[config.mk]
export PLATFORM = sky130hd
export DESIGN_NAME = booth_mult_scheduler
export DESIGN_NICKNAME = d
export VERILOG_FILES = /design/src/rtl/booth_sched_pkg.sv /design/src/rtl/sync_fifo.sv /design/src/rtl/booth_mult_scheduler.sv
export SDC_FILE = /design/constraint.sdc
export NUM_CORES = 1
export LEC_CHECK = 0
export CAP_MARGIN = 15
export CELL_PAD_IN_SITES_DETAIL_PLACEMENT = 1
export CELL_PAD_IN_SITES_GLOBAL_PLACEMENT = 2
export CORE_MARGIN = 2
export CORE_UTILIZATION = 28
export DETAILED_ROUTE_END_ITERATION = 7
export GPL_TIMING_DRIVEN = 0
export PLACE_DENSITY = 0.69
export SLEW_MARGIN = 20
export SYNTH_ARGS = -nofsm -noshare
export SYNTH_HDL_FRONTEND = slang
export SYNTH_HIERARCHICAL = 1
export SYNTH_SLANG_ARGS = --single-unit
[constraint.sdc]
create_clock -name clk -period 2.3 [get_ports clk]
set_input_delay 0.345 -clock clk [delete_from_list [all_inputs] [get_ports clk]]
set_output_delay 0.345 -clock clk [all_outputs]
set_load 0.05 [all_outputs]
[src/rtl/booth_sched_pkg.sv]
// Shared types and constants for the Booth multiplier scheduler.
// Optional watchdog is enabled by defining BOOTH_SCHED_TIMEOUT_EN.
package booth_sched_pkg;

    typedef enum logic [1:0] {
        IDLE      = 2'd0,
        ISSUE     = 2'd1,
        WAIT_BUSY = 2'd2,
        WAIT_DONE = 2'd3
    } sched_state_t;

    localparam int DEFAULT_DATA_W = 8;

    function automatic int prod_width(input int data_w);
        return 2 * data_w;
    endfunction

endpackage

[src/rtl/sync_fifo.sv]
// Parameterized synchronous FIFO; head entry is visible on 'head' whenever not empty.
module sync_fifo #(
    parameter int WIDTH = 16,
    parameter int DEPTH = 4
) (
    input  logic                   clk,
    input  logic                   reset,
    input  logic                   push,
    input  logic [WIDTH-1:0]       push_data,
    input  logic                   pop,
    output logic [WIDTH-1:0]       head,
    output logic                   full,
    output logic                   empty,
    output logic [$clog2(DEPTH):0] count
);

    localparam int AW = $clog2(DEPTH);
    localparam int CW = AW + 1;

    logic [WIDTH-1:0] mem [DEPTH];
    logic [AW-1:0]    wr_ptr;
    logic [AW-1:0]    rd_ptr;
    logic             do_push;
    logic             do_pop;

    assign full    = (count == CW'(DEPTH));
    assign empty   = (count == '0);
    assign do_push = push && !full;
    assign do_pop  = pop && !empty;
    assign head    = mem[rd_ptr];

    // Storage has no reset; only the pointers and count define validity.
    always_ff @(posedge clk) begin
        if (do_push) begin
            mem[wr_ptr] <= push_data;
        end
    end

    always_ff @(posedge clk or posedge reset) begin
        if (reset) begin
            wr_ptr <= '0;
            rd_ptr <= '0;
            count  <= '0;
        end else begin
            if (do_push) begin
                wr_ptr <= wr_ptr + 1'b1;
            end
            if (do_pop) begin
                rd_ptr <= rd_ptr + 1'b1;
            end
            case ({do_push, do_pop})
                2'b10:   count <= count + 1'b1;
                2'b01:   count <= count - 1'b1;
                default: count <= count;
            endcase
        end
    end

endmodule

[src/rtl/booth_mult_scheduler.sv]
// Feeds operand pairs from a FIFO to the Booth multiplier one job at a time and buffers the product.
// Define BOOTH_SCHED_TIMEOUT_EN to add a watchdog that aborts a hung job with out_error=1.
module booth_mult_scheduler
    import booth_sched_pkg::*;
#(
    parameter int DATA_W         = DEFAULT_DATA_W,
    parameter int FIFO_DEPTH     = 4,
    parameter int TIMEOUT_CYCLES = 64
) (
    input  logic                          clk,
    input  logic                          reset,
    input  logic                          in_valid,
    output logic                          in_ready,
    input  logic [DATA_W-1:0]             in_a,
    input  logic [DATA_W-1:0]             in_b,
    output logic                          mul_start,
    output logic [DATA_W-1:0]             mul_a,
    output logic [DATA_W-1:0]             mul_b,
    input  logic                          mul_ready,
    input  logic [prod_width(DATA_W)-1:0] mul_product,
    output logic                          out_valid,
    input  logic                          out_ready,
    output logic [prod_width(DATA_W)-1:0] out_product,
    output logic                          out_error,
    output logic [$clog2(FIFO_DEPTH):0]   pending
);

    if (FIFO_DEPTH < 2 || (FIFO_DEPTH & (FIFO_DEPTH - 1)) != 0) begin : g_bad_depth
        $error("FIFO_DEPTH must be a power of 2 and at least 2");
    end
    if (TIMEOUT_CYCLES < 2) begin : g_bad_timeout
        $error("TIMEOUT_CYCLES must be at least 2");
    end

    sched_state_t          state;
    logic [2*DATA_W-1:0]   head;
    logic                  fifo_full;
    logic                  fifo_empty;
    logic                  push;
    logic                  pop;
    logic                  capture;
    logic                  abort;
    logic                  slot_free;

    assign in_ready  = !fifo_full;
    assign push      = in_valid && in_ready;
    assign slot_free = !out_valid || out_ready;
    assign capture   = (state == WAIT_DONE) && mul_ready;
    assign pop       = capture || abort;

    sync_fifo #(
        .WIDTH (2 * DATA_W),
        .DEPTH (FIFO_DEPTH)
    ) u_fifo (
        .clk       (clk),
        .reset     (reset),
        .push      (push),
        .push_data ({in_a, in_b}),
        .pop       (pop),
        .head      (head),
        .full      (fifo_full),
        .empty     (fifo_empty),
        .count     (pending)
    );

`ifdef BOOTH_SCHED_TIMEOUT_EN
    localparam int TW = $clog2(TIMEOUT_CYCLES + 1);

    logic [TW-1:0] timer;
    logic          error_q;

    // A real completion in the same cycle as the limit wins over the abort.
    assign abort = ((state == WAIT_BUSY) || (state == WAIT_DONE)) && !capture &&
                   (timer == TW'(TIMEOUT_CYCLES - 1));
    assign out_error = error_q;
`else
    assign abort     = 1'b0;
    assign out_error = 1'b0;
`endif

    // Head stays in the FIFO until its result lands in the output register.
    always_ff @(posedge clk or posedge reset) begin
        if (reset) begin
            state       <= IDLE;
            mul_start   <= 1'b0;
            mul_a       <= '0;
            mul_b       <= '0;
            out_valid   <= 1'b0;
            out_product <= '0;
`ifdef BOOTH_SCHED_TIMEOUT_EN
            timer       <= '0;
            error_q     <= 1'b0;
`endif
        end else begin
            mul_start <= 1'b0;
            if (out_valid && out_ready) begin
                out_valid <= 1'b0;
            end

            case (state)
                IDLE: begin
                    if (!fifo_empty && slot_free) begin
                        mul_a     <= head[2*DATA_W-1:DATA_W];
                        mul_b     <= head[DATA_W-1:0];
                        mul_start <= 1'b1;
                        state     <= ISSUE;
                    end
                end
                ISSUE: begin
                    state <= WAIT_BUSY;
`ifdef BOOTH_SCHED_TIMEOUT_EN
                    timer <= '0;
`endif
                end
                WAIT_BUSY: begin
                    if (!mul_ready) begin
                        state <= WAIT_DONE;
                    end
                end
                WAIT_DONE: begin
                    state <= state;
                end
                default: state <= IDLE;
            endcase

            if (capture) begin
                out_valid   <= 1'b1;
                out_product <= mul_product;
                state       <= IDLE;
`ifdef BOOTH_SCHED_TIMEOUT_EN
                error_q     <= 1'b0;
`endif
            end

`ifdef BOOTH_SCHED_TIMEOUT_EN
            if ((state == WAIT_BUSY) || (state == WAIT_DONE)) begin
                timer <= timer + 1'b1;
            end
            if (abort) begin
                out_valid   <= 1'b1;
                out_product <= '0;
                error_q     <= 1'b1;
                state       <= IDLE;
            end
`endif
        end
    end

endmodule
### After elaboration in Yosys (flattened, before gate mapping)

Memories as Yosys holds them, arrays and structs flattened. A register that Yosys moved wholly into a read port is not among the register bits.
Cells that the tools add are included.

* equal/unequal tests: 9
* multiplexer cells: 11
* reductions and logical operators: 16
* $add $sub $neg: 4

Operator list (count)
* $eq 2x2->1 const B: 3
* $logic_and 1x1->1: 6
* $mux 1: 6
* $mux 2: 3
* $ne 3x2->1 const B: 2
* $pmux 2 s3: 1
* $pmux 3 s2: 1
* $add 2x1->2 const B: 2
* $eq 2x1->1 const B: 2
* $reduce_bool 2->1: 2
* $add 3x1->3 const B: 1
* $eq 3x3->1 const B: 1
* $logic_not 1->1: 3
* $logic_not 3->1: 1
* $reduce_and 3->1: 1
* $sub 3x1->3 const B: 1
* $logic_not 2->1: 1
* $ne 2x1->1 const B: 1
* $reduce_and 2->1: 1
* $logic_or 1x1->1: 1

* memories kept: 1
* register bits after elaboration: 27
* memory bits (writable): 64
* logic and storage cells: 48
* input bits: 37
* output and inout bits: 39

Memory list
* u_fifo.mem: words 4, width 16, rd ports 1, clocked after memory_dff 1, write ports 1, line sync_fifo.sv:20 `logic [WIDTH-1:0] mem [DEPTH];`

### Logic depth before layout (Yosys ltp)

Gate-level depths: netlist of the first run.

* word-level depth: 6
* mapped depth: 11

### Hierarchy

The synthesis of the first run kept the hierarchy.

Modules (own cells, without submodules)
* sync_fifo: seq. area each 2097.0 um2, instances 1, cells each 122, area an instance 2778.9 um2
* booth_mult_scheduler: seq. area each 900.9 um2, instances 1, cells each 100, area an instance 1535.2 um2

### Least setup slack after synthesis of the first run

Ideal clock, no wire load.

* path type: flip-flop to flip-flop
* start point: register u_fifo.count[2]
* end point: register u_fifo.count[2]
* data arrival time: 2.241 ns
* buffers on the path: 0
* stages on the path, launching flop included: 11
* period minus slack after synthesis: 2.323 ns
* slack: -0.023 ns
* path through: dfrtp_1 nor3b_2 nor2b_1 nor2b_2 inv_1 ha_1 inv_1 fa_1 xor2_1 nor2_1 xor2_1

* word-level cells in the longest chain between the ends: 6
* elaborated cells on any way between the ends: 13
* classes of those cells: add/sub (2); eq/ne (3); mux (1); reduce/logical (7)

RTL lines
* start, declared: line sync_fifo.sv:14 `output logic [$clog2(DEPTH):0] count`
* start signal, assigned: line sync_fifo.sv:52 `2'b10: count <= count + 1'b1;`
* start signal, assigned: line sync_fifo.sv:53 `2'b01: count <= count - 1'b1;`
* start signal, assigned: line sync_fifo.sv:54 `default: count <= count;`
* $eq 3x3->1 (*): line sync_fifo.sv:26 `assign full = (count == CW'(DEPTH));`
* via fifo_full: line booth_mult_scheduler.sv:37 `logic fifo_full;`
* $logic_not 1->1 (*): line booth_mult_scheduler.sv:45 `assign in_ready = !fifo_full;`
* $logic_and 1x1->1 (*): line booth_mult_scheduler.sv:46 `assign push = in_valid && in_ready;`
* via push: line booth_mult_scheduler.sv:39 `logic push;`
* $logic_and 1x1->1 (*): line sync_fifo.sv:28 `assign do_push = push && !full;`
* $eq 2x1->1 or $eq 2x2->1 (tied branches): line sync_fifo.sv:51 `case ({do_push, do_pop})`
* $pmux 3 s2 or $reduce_bool 2->1 (tied branches)

Mark *: on every way through the listed nets, which the timed path passes. The rest lies on a longest branch.
A chain may end at the register's enable or synchronous reset.

### Final worst setup path of the first run

* start point: register state[1]
* end point: register u_fifo.count[2]

* word-level cells in the longest chain between the ends: 5
* elaborated cells on any way between the ends: 7
* classes of those cells: eq/ne (3); mux (1); reduce/logical (3)

RTL lines
* start, declared: line booth_mult_scheduler.sv:35 `sched_state_t state;`
* start signal, assigned: line booth_mult_scheduler.sv:121 `state <= state;`
* $eq 2x2->1 (*): line booth_mult_scheduler.sv:48 `assign capture = (state == WAIT_DONE) && mul_ready;`
* $logic_and 1x1->1 (*): line booth_mult_scheduler.sv:48
* via capture: line booth_mult_scheduler.sv:41 `logic capture;`
* $logic_and 1x1->1 (*): line sync_fifo.sv:29 `assign do_pop = pop && !empty;`
* via u_fifo.do_pop: line sync_fifo.sv:24 `logic do_pop;`
* $eq 2x1->1 or $eq 2x2->1 (tied branches): line sync_fifo.sv:51
* $pmux 3 s2 or $reduce_bool 2->1 (tied branches)

Marked as above.

==> metrics, run 1 <==
total core area=15,100 sq um; via count=roughly 2.2k; top cells by count, synth=edfxtp_1, dfrtp_1, mux2_2, inv_1; fin. max-slew vios=0; placed insts=approximately 490; max incr delay on CP=between 0.3 and 0.4 ns; first-pass GRT wire length=about 13,000 um; Yosys top cell by area=edfxtp_1; # IOs=76; Max VDD drop=around 460 uV; drt pass-1 iters=3; Sequential Power Share=0.355; Yosys Warn Count=6; kind of critical path=reg2reg; Nets=between 300 and 400; diode count=0; xor and xnor area share after synthesis=0.0122; Worst-Skew Late Latency=between 0.3 and 0.4 ns; clock network power share=0.168; Synth Area in Compound Gates=0.0145; Critical Path AT=around 2.5 ns; HPWL Detailed=approximately 5700 um; CP Launch Type=flop; Synth Area per Inst=between 15 and 20 sq um; mux cell area share after synthesis=0.187; peak fanout along the critical path=10; number of global-route vias before repair=between 2k and 3k; largest net degree at the start of global routing=21; Die W=approximately 130 um; Area Overhead vs Synth=31.2%; DRC violations left=0; Total Routing Usage GR=0.112; Synth Net Count=about 270; Slew HR=0.594; CTS max path bufs=2; Synth Flop Type=edfxtp_1; Async SR Flop Fraction=0.402; final RePlAce weighted congestion=a little over 0.7; # fillers=between 1k and 1.5k; leak pwr=approximately 2.1 nW; Post-Route WL=roughly 8600 um; MaxCap Viol Count=0; RSZ-0062 raised after global routing=true; CP endpoint kind=flop; layout cells sized above 1=0.266; Tmin final=roughly 2.2 ns; share of power burned in combinational logic=0.476; top post-synthesis cells by area=edfxtp_1, dfrtp_1, mux2_2, mux4_1, mux4_2; Final Hold Viols=0; Overflow after GRT=0; final hold slack=~0.29 ns; Netlist cell types=35; Initial Utilization=0.285; Sw Ratio=0.385; Seq cells post-synth=between 100 and 150; die area=16,400 sq um; Psw=between 3 and 4 mW; Clock transition at path regs=approximately 0.07 ns; Hold Path Class=in2async; Cell Rows=45; EDFF count, synth=64; routed vias/inst=between 4 and 5; Root Buffer=clkbuf_16; drt wl/cell=17.1 um; largest family of logic cells by synthesized area=multiplexers; Die H=approximately 130 um; simple-gate share of the synthesized area=0.0316; Crit-path slowest cell=dfrtp_2; Final period util=0.952; Worst-Margin Slew=between 0.6 and 0.7 ns; clock skew=roughly 0.0094 ns; crit path cell chain=ha_4 -> nand2_8 -> buf_12 -> inv_1 -> o31a_1 -> ha_2 -> inv_1 -> fa_1 -> xor2_1 -> nor2_1 -> xor2_1; sequential share of the synthesized area=0.695; DRT iter0 DRCs=50; initial antenna violation count=0; top cell type's share of synthesized area=0.445; most common cell in the netlist=edfxtp_1; clk sinks=107; Post-DRT Antenna Nets=0; CTS tree=yes; Cells after Synth=roughly 220; H-tree Lvls=3; internal power=between 5 and 6 mW; critical path data required time=approximately 2.6 ns; Non-Filler Instances=roughly 500; Mapped Area=roughly 4300 sq um; CTS Hold Bufs=0; Num CTS Buffers=9; total power=about 8.5 mW; IO Port Bufs=74; PwrDens=roughly 1500 nW/um^2; outcome=completed; Synth Area in Adders=0.0307; Peak Freq=roughly 0.46 GHz; count of final setup violators=0
==> per-stage QoR <==
stage	area [sq um]	setup slack [ns]	utilization	TNS, ns
floorplan	4320	0.0330	-	0
global placement	5290	-0.512	0.349	-12.21
detailed placement	5310	-0.590	0.351	-12.34
CTS	5620	0.00111	0.371	0
global route	5660	-0.0203	0.374	-0.0203
finish	5660	0.110	0.374	0
==> worst paths after layout <==
path / startpoint / to / slack [ns] / depth (start not counted)
max in group asynchronous: reset / mul_b[0] / 1.50 / 3
min in group clk: out_product[6] / out_product[6] / 0.51 / 1
worst min-delay path: reset / u_fifo/count[0] / 0.29 / 2
worst min register to register: out_product[6] / out_product[6] / 0.51 / 1
worst max-delay path: state[1] / u_fifo/count[2] / 0.11 / 11
worst max register to register: state[1] / u_fifo/count[2] / 0.11 / 11
==> worst max-delay path, delay by kind of cell, from the launching register on <==
kind,cells,cell delay (ns)
buffers and inverters,3,0.27
AND/OR/NAND/NOR,2,0.21
adder cells (fa/ha/maj),3,0.78
flip-flops,1,0.38
XOR/XNOR,2,0.30
AO/OA/AOI/OAI,1,0.17
==> cells in the final DEF, fill, tap and decap left out, drive strengths merged <==
cell type	synthesis	final
edfxtp	64	64
ha	9	9
and2	4	4
dlygate4sd2	0	2
nand2	5	5
mux2i	1	1
clkinv	0	4
a221o	2	2
a32o	1	1
mux4	16	16
xnor2	3	3
clkdlybuf4s50	0	72
a21oi	1	1
o31a	1	1
dfrtp	43	43
mux2	33	33
nor2	2	2
clkbuf	0	11
buf	7	11
o21a	1	1
or2	1	1
nor2b	4	4
nor3b	2	2
o22ai	1	1
fa	1	1
conb	1	1
o21ai	1	1
nor3	2	2
xor2	3	3
inv	13	14
==> power groups by stage <==
stage	Sequential, mW	Combinational [mW]	Clock [mW]
detailed placement	3.05	3.97	0
global placement	3.02	3.90	0
global route	3.09	4.28	1.55
finish	3.01	4.03	1.42
CTS	3.01	4.05	1.49
floorplan	4.15	1.61	0
==> layer usage <==
metal | wire (um) | track usage | vias up | part of all wire
met5 | 0 | 0 | - | 0
met4 | 221 | 0.0582 | 0 | 0.026
met3 | 404 | 0.0259 | 13 | 0.047
met2 | 4230 | 0.186 | 65 | 0.49
met1 | 3750 | 0.136 | 1125 | 0.44
li1 | - | - | 1013 | -
==> logic make-up (layout without fill, tap and decap cells) <==
| logic type | count (synthesis) | after routing |
|---|---|---|
| xor gates and xnor gates | 6 | 6 |
| AOI/OAI and AO/OA | 8 | 8 |
| and+or+nand+nor | 20 | 20 |
| DFF | 107 | 107 |
| adders and majority gates | 10 | 10 |
| buffers and inverters | 20 | 114 |
| other | 1 | 1 |
| muxes | 50 | 50 |
==> flip-flops by register name (all words and copies together), names as in the netlist <==
register / count
mul_a: 8
mul_b: 8
mul_start: 1
out_product: 16
out_valid: 1
state: 2
u_fifo/count: 3
u_fifo/mem: 64
u_fifo/rd_ptr: 2
u_fifo/wr_ptr: 2
==> repair_timing <==
action,4_1_cts,5_1_grt
resized for setup,9,11
endpoints found under the setup margin,6,49
pin swaps,0,2
setup buffers,3,0
==> layout make-up <==
class,count,area (sq um),area share
buffer,7,88.8,0.0157
clock buffer,11,243,0.0429
clock inverter,5,27.5,0.00486
inverter,13,48.8,0.00862
multi-input combinational,95,1230,0.218
sequential,107,3000,0.531
tap,188,235,0.0415
timing repair buffer,78,781,0.138
Note: power is estimated with default switching activity, not from simulation.
==> run 2, diff against run 1 <==
- CAP_MARGIN: 15 -> default
==> results of run 2 <==
Same layout as run 1: the final DEF is identical, and so are final timing and power.
